File: config.mk
export PLATFORM = sky130hd
export DESIGN_NAME = clken_gen_flat
export DESIGN_NICKNAME = d
export VERILOG_FILES = /design/src/rtl/clken_pkg.sv /design/src/rtl/clken_if.sv /design/src/rtl/clken_acc.sv /design/src/rtl/clken_gen.sv /design/src/flat_wrapper.sv
export SDC_FILE = /design/constraint.sdc
export NUM_CORES = 1
export LEC_CHECK = 0
export CAP_MARGIN = 25
export CORE_MARGIN = 1.5
export CORE_UTILIZATION = 60
export CTS_BUF_LIST = sky130_fd_sc_hd__clkbuf_8
export DETAILED_ROUTE_END_ITERATION = 8
export GPL_TIMING_DRIVEN = 0
export PLACE_DENSITY = 0.86
export SYNTH_ARGS = -nofsm -noshare
export SYNTH_HDL_FRONTEND = slang
export SYNTH_SLANG_ARGS = --single-unit
File: constraint.sdc
create_clock -name clock -period 5.43 [get_ports clock]
set_input_delay 0.8145 -clock clock [delete_from_list [all_inputs] [get_ports clock]]
set_output_delay 0.8145 -clock clock [all_outputs]
set_load 0.02 [all_outputs]
File: src/rtl/clken_pkg.sv
// clken_pkg: shared constants, types and rate helper for clken_gen (CLKEN_SYNC_EN adds sync_i alignment)
package clken_pkg;
  localparam int ACC_W_DEF = 24;
  localparam int LOCK_CYCLES_DEF = 16;
  localparam int LOCK_W = $clog2(LOCK_CYCLES_DEF + 1);
  typedef logic [ACC_W_DEF-1:0] acc_t;
  function automatic int lock_w(input int cycles);
    return $clog2(cycles + 1);
  endfunction
  function automatic acc_t step_for(input longint f_out, input longint f_clk);
    return acc_t'((f_out << ACC_W_DEF) / f_clk);
  endfunction
endpackage

File: src/rtl/clken_if.sv
// clken_if: rate configuration in, strobes/phases/lock out for clken_gen
interface clken_if #(
  parameter int CHANNELS = 4,
  parameter int ACC_W = 24
);
  logic [CHANNELS*ACC_W-1:0] step_i;
  logic [CHANNELS-1:0] enable_i;
  logic sync_i;
  logic [CHANNELS-1:0] ce_o;
  logic [CHANNELS-1:0] phase_o;
  logic locked_o;
  modport master(output step_i, enable_i, sync_i, input ce_o, phase_o, locked_o);
  modport slave(input step_i, enable_i, sync_i, output ce_o, phase_o, locked_o);
endinterface

File: src/rtl/clken_acc.sv
// clken_acc: one phase-accumulator channel producing a carry strobe and MSB phase
module clken_acc
  import clken_pkg::*;
#(
  parameter int ACC_W = ACC_W_DEF
) (
  input  logic             clock,
  input  logic             rst,
  input  logic             adv,
  input  logic             clr,
  input  logic [ACC_W-1:0] step,
  output logic             ce,
  output logic             phase
);
  logic [ACC_W-1:0] acc_q, acc_d, sum;
  logic carry, ce_q, ce_d, phase_q, phase_d;
  // next state: alignment clear wins over accumulation, idle channels hold
  always_comb begin
    {carry, sum} = {1'b0, acc_q} + {1'b0, step};
    acc_d = clr ? '0 : adv ? sum : acc_q;
    ce_d = adv & ~clr & carry;
    phase_d = clr ? 1'b0 : adv ? sum[ACC_W-1] : phase_q;
  end
  // state registers
  always_ff @(posedge clock) begin
    if (rst) begin
      acc_q <= '0;
      ce_q <= 1'b0;
      phase_q <= 1'b0;
    end else begin
      acc_q <= acc_d;
      ce_q <= ce_d;
      phase_q <= phase_d;
    end
  end
  assign ce = ce_q;
  assign phase = phase_q;
endmodule

File: src/rtl/clken_gen.sv
// clken_gen: multi-channel fractional clock-enable generator; define CLKEN_SYNC_EN for sync_i alignment
module clken_gen
  import clken_pkg::*;
#(
  parameter int CHANNELS = 4,
  parameter int ACC_W = ACC_W_DEF,
  parameter int LOCK_CYCLES = LOCK_CYCLES_DEF
) (
  input logic clock,
  input logic rst,
  clken_if.slave bus
);
  localparam int CW = lock_w(LOCK_CYCLES);
  localparam logic [CW-1:0] LAST = CW'(LOCK_CYCLES - 1);
  logic [CW-1:0] cnt_q, cnt_d;
  logic locked_q, locked_d, clr;
  logic [CHANNELS-1:0] ce, ph;
  // settle counter saturates at its last value; lock latches one edge after it gets there
  always_comb begin
    cnt_d = (cnt_q == LAST) ? cnt_q : cnt_q + 1'b1;
    locked_d = locked_q | (cnt_q == LAST);
  end
  // lock state registers
  always_ff @(posedge clock) begin
    if (rst) begin
      cnt_q <= '0;
      locked_q <= 1'b0;
    end else begin
      cnt_q <= cnt_d;
      locked_q <= locked_d;
    end
  end
`ifdef CLKEN_SYNC_EN
  assign clr = bus.sync_i & locked_q;
`else
  logic unused_sync;
  assign unused_sync = bus.sync_i;
  assign clr = 1'b0;
`endif
  for (genvar k = 0; k < CHANNELS; k++) begin : g_ch
    clken_acc #(.ACC_W(ACC_W)) u_acc (
      .clock(clock),
      .rst(rst),
      .adv(locked_q & bus.enable_i[k]),
      .clr(clr),
      .step(bus.step_i[k*ACC_W +: ACC_W]),
      .ce(ce[k]),
      .phase(ph[k])
    );
  end
  assign bus.ce_o = ce;
  assign bus.phase_o = ph;
  assign bus.locked_o = locked_q;
endmodule

File: src/flat_wrapper.sv
// flat-port wrapper written by rule: the top's interface ports become plain ports
module clken_gen_flat import clken_pkg::*;
#(
  parameter int CHANNELS = 4,
  parameter int ACC_W = ACC_W_DEF,
  parameter int LOCK_CYCLES = LOCK_CYCLES_DEF
)
  (clock, rst, bus_step_i, bus_enable_i, bus_sync_i, bus_ce_o, bus_phase_o, bus_locked_o);
  clken_if #(.CHANNELS(CHANNELS), .ACC_W(ACC_W)) bus_i ();
  input logic clock;
  input logic rst;
  input wire logic [$bits(bus_i.step_i)-1:0] bus_step_i;
  input wire logic [$bits(bus_i.enable_i)-1:0] bus_enable_i;
  input wire logic [$bits(bus_i.sync_i)-1:0] bus_sync_i;
  output wire logic [$bits(bus_i.ce_o)-1:0] bus_ce_o;
  output wire logic [$bits(bus_i.phase_o)-1:0] bus_phase_o;
  output wire logic [$bits(bus_i.locked_o)-1:0] bus_locked_o;
  assign bus_i.step_i = bus_step_i;
  assign bus_i.enable_i = bus_enable_i;
  assign bus_i.sync_i = bus_sync_i;
  assign bus_ce_o = bus_i.ce_o;
  assign bus_phase_o = bus_i.phase_o;
  assign bus_locked_o = bus_i.locked_o;
  clken_gen #(.CHANNELS(CHANNELS), .ACC_W(ACC_W), .LOCK_CYCLES(LOCK_CYCLES)) u_core (.clock(clock), .rst(rst), .bus(bus_i));
endmodule
==> run_results.csv, run 1 <==
group,metric,value,unit
worst_setup_path,worst-path-max-fanout,3,
global_route,track_usage,0.294,
clock_tree,hold_buffers,0,
sta,layout_setup_ws,2.10,ns
floorplanning,ios,112,
worst_setup_path,rr_worst_depth,9,
power_and_ir_drop,p_sw_frac,0.268,
floorplanning,die_area,14900,um2
final_layout,fin_util,0.723,
worst_setup_path,r2r_end,"u_core.g_ch[0].u_acc.acc_q[22]",
place,io_buffer_count,110,
detailed_routing,num_vias,8510,
detailed_routing,drc_errors,0,
worst_setup_path,cp_num_buf_inv,1,
sta,maxSlewViolCount,0,
hold_path,hold_path.class,"flip-flop to flip-flop",
sta,tightest_slew,0.745,ns
sta,max_freq,300,MHz
floorplanning,core,13900,um2
power_and_ir_drop,leakagePower,4.28,nW
synthesis,synth_top_family_by_area,"compound AO/OA/AOI/OAI gates",
floorplanning,initial_core_util,0.612,
worst_setup_path,endpoint_kind,"flip-flop",
final_layout,drive_gt1_frac,0.0321,
hold_path,min_path_cells,2,
clock_tree,htreeDepth,3,
global_route,grt_pass1_wl,35.4,mm
worst_setup_path,crit_type,"input port to flip-flop",
worst_setup_path,crit_chain,"clkdlybuf4s50_1 > ha_1 > fa_1 > a21o_1 > a31o_1 > a221o_1 > a221oi_4 > o211ai_2 > nor4b_4 > a311o_1",
global_route,grt_pass1_vias,7785,
detailed_routing,wirelength,21.8,mm
global_route,grt_max_degree,17,
run,maxCapViolCount,0,
power_and_ir_drop,pwr-share-seq,0.503,
worst_setup_path,path_delay_family,"compound AO/OA/AOI/OAI gates",
clock_tree,path_clk_slew,0.10,ns
synthesis,ys_seq_area_frac,0.250,
synthesis,synth-simple-area-share,0.211,
hold_path,min_from,"u_core.g_ch[2].u_acc.acc_q[16]",
final_layout,final_common_cell,"nand2_1",
sta,period_minus_slack,3.33,ns
detailed_routing,firstDrtPassIters,5,
worst_setup_path,cp.required,5.72,ns
synthesis,synth_flop_cell,"dfxtp_1",
floorplanning,dieWidth,122,um
sta,tns,0,ns
worst_setup_path,cp_slowest_cell,"clkdlybuf4s50_1",
power_and_ir_drop,intPower,1.13,mW
global_route,grt_overflow,0,
sta,setup_violations,0,
power_and_ir_drop,netSwitchingPower,0.415,mW
synthesis,synthArstFlopShare,0,
synthesis,synth_fp_nets,1294,
synthesis,synthAdderAreaFrac,0.154,
synthesis,syn_area,8500,um2
worst_setup_path,r2r-start,"u_core.g_ch[0].u_acc.acc_q[0]",
place,pre_cts_slack,1.71,ns
detailed_routing,avgRoutedWirePerCell,15.6,um
detailed_routing,drt_iter0_markers,727,
synthesis,synth_compound_area_frac,0.285,
clock_tree,ctsResizeCount,0,
power_and_ir_drop,ir_drop,0.145,mV
global_route,antenna_found_initial,0,
sta,slew-limit-headroom,0.503,
clock_tree,root_buffer,"clkbuf_8",
sta,period_share,0.614,
worst_setup_path,cp.arrival,3.62,ns
synthesis,yosysWarningCount,0,
clock_tree,cts_setup_buffers,0,
sta,clock_skew,0.0144,ns
power_and_ir_drop,p_per_area,154,nW/um2
synthesis,yosys.area_share.xor_xnor,0.0618,
synthesis,ys_seq_elements,106,
place,gp_congestion,0.945,
worst_setup_path,r2r_setup_slack,2.61,ns
worst_setup_path,crit_path_max_incr_delay,0.40,ns
clock_tree,cts.sinks,106,
final_layout,area_delta_synth_final,18.0,%
run_status,status,"finished, final reports clean",
synthesis,ys_types,76,
synthesis,synth-edff-count,0,
sta,rsz0062_at_grt,"false",
final_layout,n_antenna_cell,0,
synthesis,avgSynthCellArea,7.81,um2
final_layout,nets,1415,
clock_tree,insertion_delay,0.41,ns
worst_setup_path,cp-start-kind,"input port",
place,dpl.hpwl,16.5,mm
power_and_ir_drop,power_frac_comb,0.156,
clock_tree,cts_tree,"yes",
detailed_routing,viasPerCell,6.10,
synthesis,synthCells,1089,
detailed_routing,ant_nets,0,
clock_tree,cts_inserted_buffers,9,
floorplanning,die-height,122,um
hold_path,min_to,"u_core.g_ch[2].u_acc.acc_q[16]",
floorplanning,row_count,43,
power_and_ir_drop,clkPwrFrac,0.341,
synthesis,synthMuxAreaShare,0.00603,
clock_tree,cts_buffer_depth,2,
sta,hold_violations,0,
final_layout,layout_common_cells,"nand2_1, a21oi_1, clkdlybuf4s50_1",
-- cells by family after synthesis --
group | Yosys count
AOI/OAI and AO/OA | 376
DFF | 106
and+or+nand+nor | 374
buffers and inverters | 66
xor gates and xnor gates | 60
adders and majority gates | 102
muxes | 5
-- Yosys cell counts (5+ instances only) --
| cell | count | area (um2) |
|---|---|---|
| a211oi_1 | 15 | 113 |
| o21ai_1 | 11 | 55.1 |
| nand3b_1 | 5 | 37.5 |
| dfxtp_1 | 106 | 2120 |
| clkbuf_1 | 37 | 139 |
| nand2_1 | 158 | 593 |
| or4_1 | 7 | 52.6 |
| o21ai_0 | 60 | 300 |
| nand2b_1 | 5 | 31.3 |
| xnor2_1 | 38 | 333 |
| a31oi_1 | 9 | 56.3 |
| nor4_1 | 6 | 37.5 |
| a21o_1 | 46 | 345 |
| a311o_1 | 5 | 50.1 |
| o21a_1 | 13 | 97.6 |
| or2_2 | 5 | 31.3 |
| nor2_1 | 63 | 236 |
| buf_4 | 8 | 60.1 |
| a211o_1 | 7 | 61.3 |
| ha_1 | 98 | 1230 |
| and3_1 | 13 | 81.3 |
| o21bai_1 | 11 | 82.6 |
| o31ai_1 | 5 | 37.5 |
| nand3_1 | 30 | 150 |
| a21oi_1 | 133 | 666 |
| buf_1 | 6 | 22.5 |
| nor4b_1 | 7 | 61.3 |
| nand4_1 | 19 | 119 |
| and2_1 | 10 | 62.6 |
| xor2_1 | 22 | 193 |
| inv_1 | 14 | 52.6 |
| nor3_1 | 24 | 120 |
-- power groups by stage --
stage | clock, mW | sequential [mW] | combinational (mW)
finish | 0.529 | 0.780 | 0.241
global route | 0.569 | 0.781 | 0.262
CTS | 0.537 | 0.780 | 0.239
detailed placement | 0 | 0.798 | 0.237
global placement | 0 | 0.798 | 0.234
floorplan | 0 | 0.798 | 0.124
-- cell type report --
type / instances / area [um2]
buffer: 52 / 226
tap: 180 / 225
clock buffer: 11 / 151
multi-input combinational: 917 / 6100
inverter: 14 / 52.6
fill: 1156 / 3850
timing repair buffer: 110 / 1100
clock inverter: 5 / 53.8
sequential: 106 / 2120
-- layer usage --
metal / share of wire / global-route usage / up-vias
met5: 0 / 0 / -
met4: 0.025 / 0.0963 / 0
met3: 0.064 / 0.0599 / 50
met2: 0.46 / 0.492 / 286
met1: 0.45 / 0.377 / 3889
li1: - / - / 4285
-- worst min-delay path, delay by kind of cell, from the launching register on --
| family | cells | cell delay (ns) |
|---|---|---|
| simple gates | 1 | 0.05 |
| flops | 1 | 0.33 |
| compound gates | 1 | 0.05 |
-- state kept, by name, summed over array words and instances, names as in the netlist --
register and flops:
u_core.bus.locked_o 1, u_core.cnt_q 5, u_core.g_ch.u_acc.acc_q 96, u_core.g_ch.u_acc.ce 4
-- worst max path at each step --
stage / startpoint / to / slack [ns] / cells after the start
floorplan: bus_step_i[0] / u_core.g_ch[0].u_acc.acc_q[22] / 2.34 / 9
global placement: bus_step_i[0] / u_core.g_ch[0].u_acc.acc_q[22] / 1.69 / 10
detailed placement: bus_step_i[0] / u_core.g_ch[0].u_acc.acc_q[22] / 1.71 / 10
CTS: bus_step_i[0] / u_core.g_ch[0].u_acc.acc_q[22] / 2.13 / 10
global route: bus_step_i[0] / u_core.g_ch[0].u_acc.acc_q[22] / 2.01 / 10
finish: bus_step_i[0] / u_core.g_ch[0].u_acc.acc_q[22] / 2.10 / 10
-- stage by stage --
stage / total power, mW / cells / hold WS (ns) / area [um2]
2_1_floorplan: 0.922 / 1089 / 0.429 / 8500
3_3_place_gp: 1.03 / 1379 / 0.438 / 9830
3_5_place_dp: 1.04 / 1379 / 0.446 / 9830
4_1_cts: 1.56 / 1395 / 0.461 / 10000
5_1_grt: 1.61 / 1395 / 0.482 / 10000
6_report: 1.55 / 1395 / 0.458 / 10000
Note: power is estimated with default switching activity, not from simulation.
==> run 2, diff against run 1 <==
Settings changed: CORE_UTILIZATION 60 to 52, PLACE_DENSITY 0.86 to 0.79.
Clock period 5.43 ns to 3 ns, I/O delays scaled along.
==> run 2 against run 1 <==
Core utilization shrank 9.0 points. Highest routed layer unchanged. Critical endpoint unchanged. Register-to-register slack lost 2.3 ns. Non-clock buffer count grew 3. Combinational power grew 81%. Largest cell class unchanged. Via count shrank 0.53%. Clock power grew 67%. Global-route usage shrank 3.2 points. Clock skew shrank 0.0024 ns. Total power grew 76%.
==> run_results.csv, run 2 (same netlist as run 1, synthesis figures left out) <==
group,metric,value,unit
sta,hold_violations,0,
place,dp.cells,1415,
detailed_routing,avgRoutedWirePerCell,15.2,um
global_route,grt_overflow,0,
global_route,grt_pass1_vias,7868,
final_layout,final.fill_count,1472,
worst_setup_path,cp-start-kind,"input port",
place,pre_cts_slack,-0.441,ns
power_and_ir_drop,p_per_area,271,nW/um2
detailed_routing,viasPerCell,5.90,
hold_path,min_path_cells,2,
global_route,grt_max_degree,16,
sta,period_minus_slack,2.93,ns
clock_tree,cts_tree,"yes",
final_layout,final_common_cell,"nand2_1",
detailed_routing,ant_nets,0,
final_layout,multi_input_area,6110,um2
power_and_ir_drop,leakagePower,4.30,nW
detailed_routing,num_vias,8465,
hold_path,min_from,"u_core.g_ch[0].u_acc.acc_q[18]",
place,placed_cell_area,9870,um2
floorplanning,initial_core_util,0.533,
sta,clock_skew,0.0120,ns
final_layout,final_cells,1434,
clock_tree,hold_buffers,0,
final_layout,nets,1418,
final_layout,area_delta_synth_final,18.7,%
floorplanning,ios,112,
final_layout,layout_common_cells,"nand2_1, a21oi_1, clkdlybuf4s50_1",
sta,rsz0062_at_grt,"false",
clock_tree,cts_inserted_buffers,9,
clock_tree,cts.sinks,106,
final_layout,regMostFlops,"u_core.g_ch.u_acc.acc_q",
worst_setup_path,rr_worst_depth,9,
sta,slew-limit-headroom,0.505,
worst_setup_path,worst-path-max-fanout,3,
run_status,status,"finished, final reports clean",
power_and_ir_drop,ir_drop,0.182,mV
worst_setup_path,r2r-start,"u_core.g_ch[1].u_acc.acc_q[0]",
final_layout,drive_gt1_frac,0.0353,
worst_setup_path,cp.required,3.28,ns
worst_setup_path,crit_type,"input port to flip-flop",
final_layout,largest_register_ffs,96,
worst_setup_path,cp.arrival,3.21,ns
clock_tree,root_buffer,"clkbuf_8",
detailed_routing,drc_errors,0,
sta,period_share,0.976,
floorplanning,core,15900,um2
worst_setup_path,endpoint_kind,"flip-flop",
place,dpl.hpwl,16.7,mm
place,gp_congestion,0.907,
clock_tree,cts_buffer_depth,2,
floorplanning,die_area,17100,um2
clock_tree,insertion_delay,0.40,ns
detailed_routing,drt_iter0_markers,474,
global_route,track_usage,0.262,
final_layout,n_antenna_cell,0,
sta,max_freq,342,MHz
power_and_ir_drop,power.total,2.73,mW
sta,tightest_slew,0.742,ns
sta,tns,0,ns
floorplanning,dieWidth,131,um
hold_path,hold_path.class,"flip-flop to flip-flop",
detailed_routing,wirelength,21.8,mm
detailed_routing,firstDrtPassIters,5,
global_route,grt_pass1_wl,36.0,mm
run,maxCapViolCount,0,
place,io_buffer_count,110,
clock_tree,htreeDepth,3,
sta,maxSlewViolCount,0,
final_layout,final_cell_area,10100,um2
final_layout,regArea,2120,um2
sta,layout_setup_ws,0.0719,ns
global_route,antenna_found_initial,0,
clock_tree,path_clk_slew,0.10,ns
sta,setup_violations,0,
floorplanning,die-height,131,um
floorplanning,row_count,46,
worst_setup_path,cp-startpoint,"bus_step_i[0]",
-- run 2: layout make-up --
type,count,area share
multi-input cells,917,0.606
flip-flops and latches,106,0.210
repair buffers,113,0.111
well taps,216,0.0268
plain buffers,52,0.0224
clock buffers,12,0.0164
inverters,14,0.00521
clock inverters,4,0.00174
-- run 2: layer usage --
layer	global-route usage	wire [um]	vias up
met5	0	0	-
li1	-	-	4287
met4	0.0808	406	0
met2	0.443	10100	219
met3	0.0464	1180	38
met1	0.339	10200	3921
-- run 2: path summary, 6_finish.rpt --
kind	endpoint	slack [ns]
min	u_core.g_ch[0].u_acc.acc_q[18]	0.45
max reg2reg	u_core.g_ch[1].u_acc.acc_q[20]	0.28
min reg2reg	u_core.g_ch[0].u_acc.acc_q[18]	0.45
max	u_core.g_ch[0].u_acc.acc_q[22]	0.07
-- run 2: timing repair --
action / 4_1_cts / 5_1_grt
cloned: 0 / 0
buffers inserted: 1 / 2
endpoints found under the setup margin: 1 / 3
pin swaps: 1 / 4
gates resized for setup: 0 / 3
-- run 2: power breakdown --
part,total [mW],switching (mW),internal (mW)
logic,0.437,0.220,0.217
registers,1.41,0.00288,1.41
clock network,0.882,0.519,0.363
total,2.73,0.742,1.99
-- run 2: critical path, cell delays in order --
cell             delay, ns
clkdlybuf4s50_1       0.45
ha_2                  0.22
fa_2                  0.36
a21o_1                0.18
a31o_1                0.24
a221o_1               0.39
a221oi_4              0.29
o211ai_2              0.16
nor4b_4               0.15
a311o_1               0.31
-- run 2: stage by stage --
stage                     hold slack (ns)   util
after floorplan                     0.429      -
after global placement              0.437  0.619
after detailed placement            0.444  0.619
after CTS                           0.458  0.631
after global routing                0.473  0.633
final                               0.454  0.633
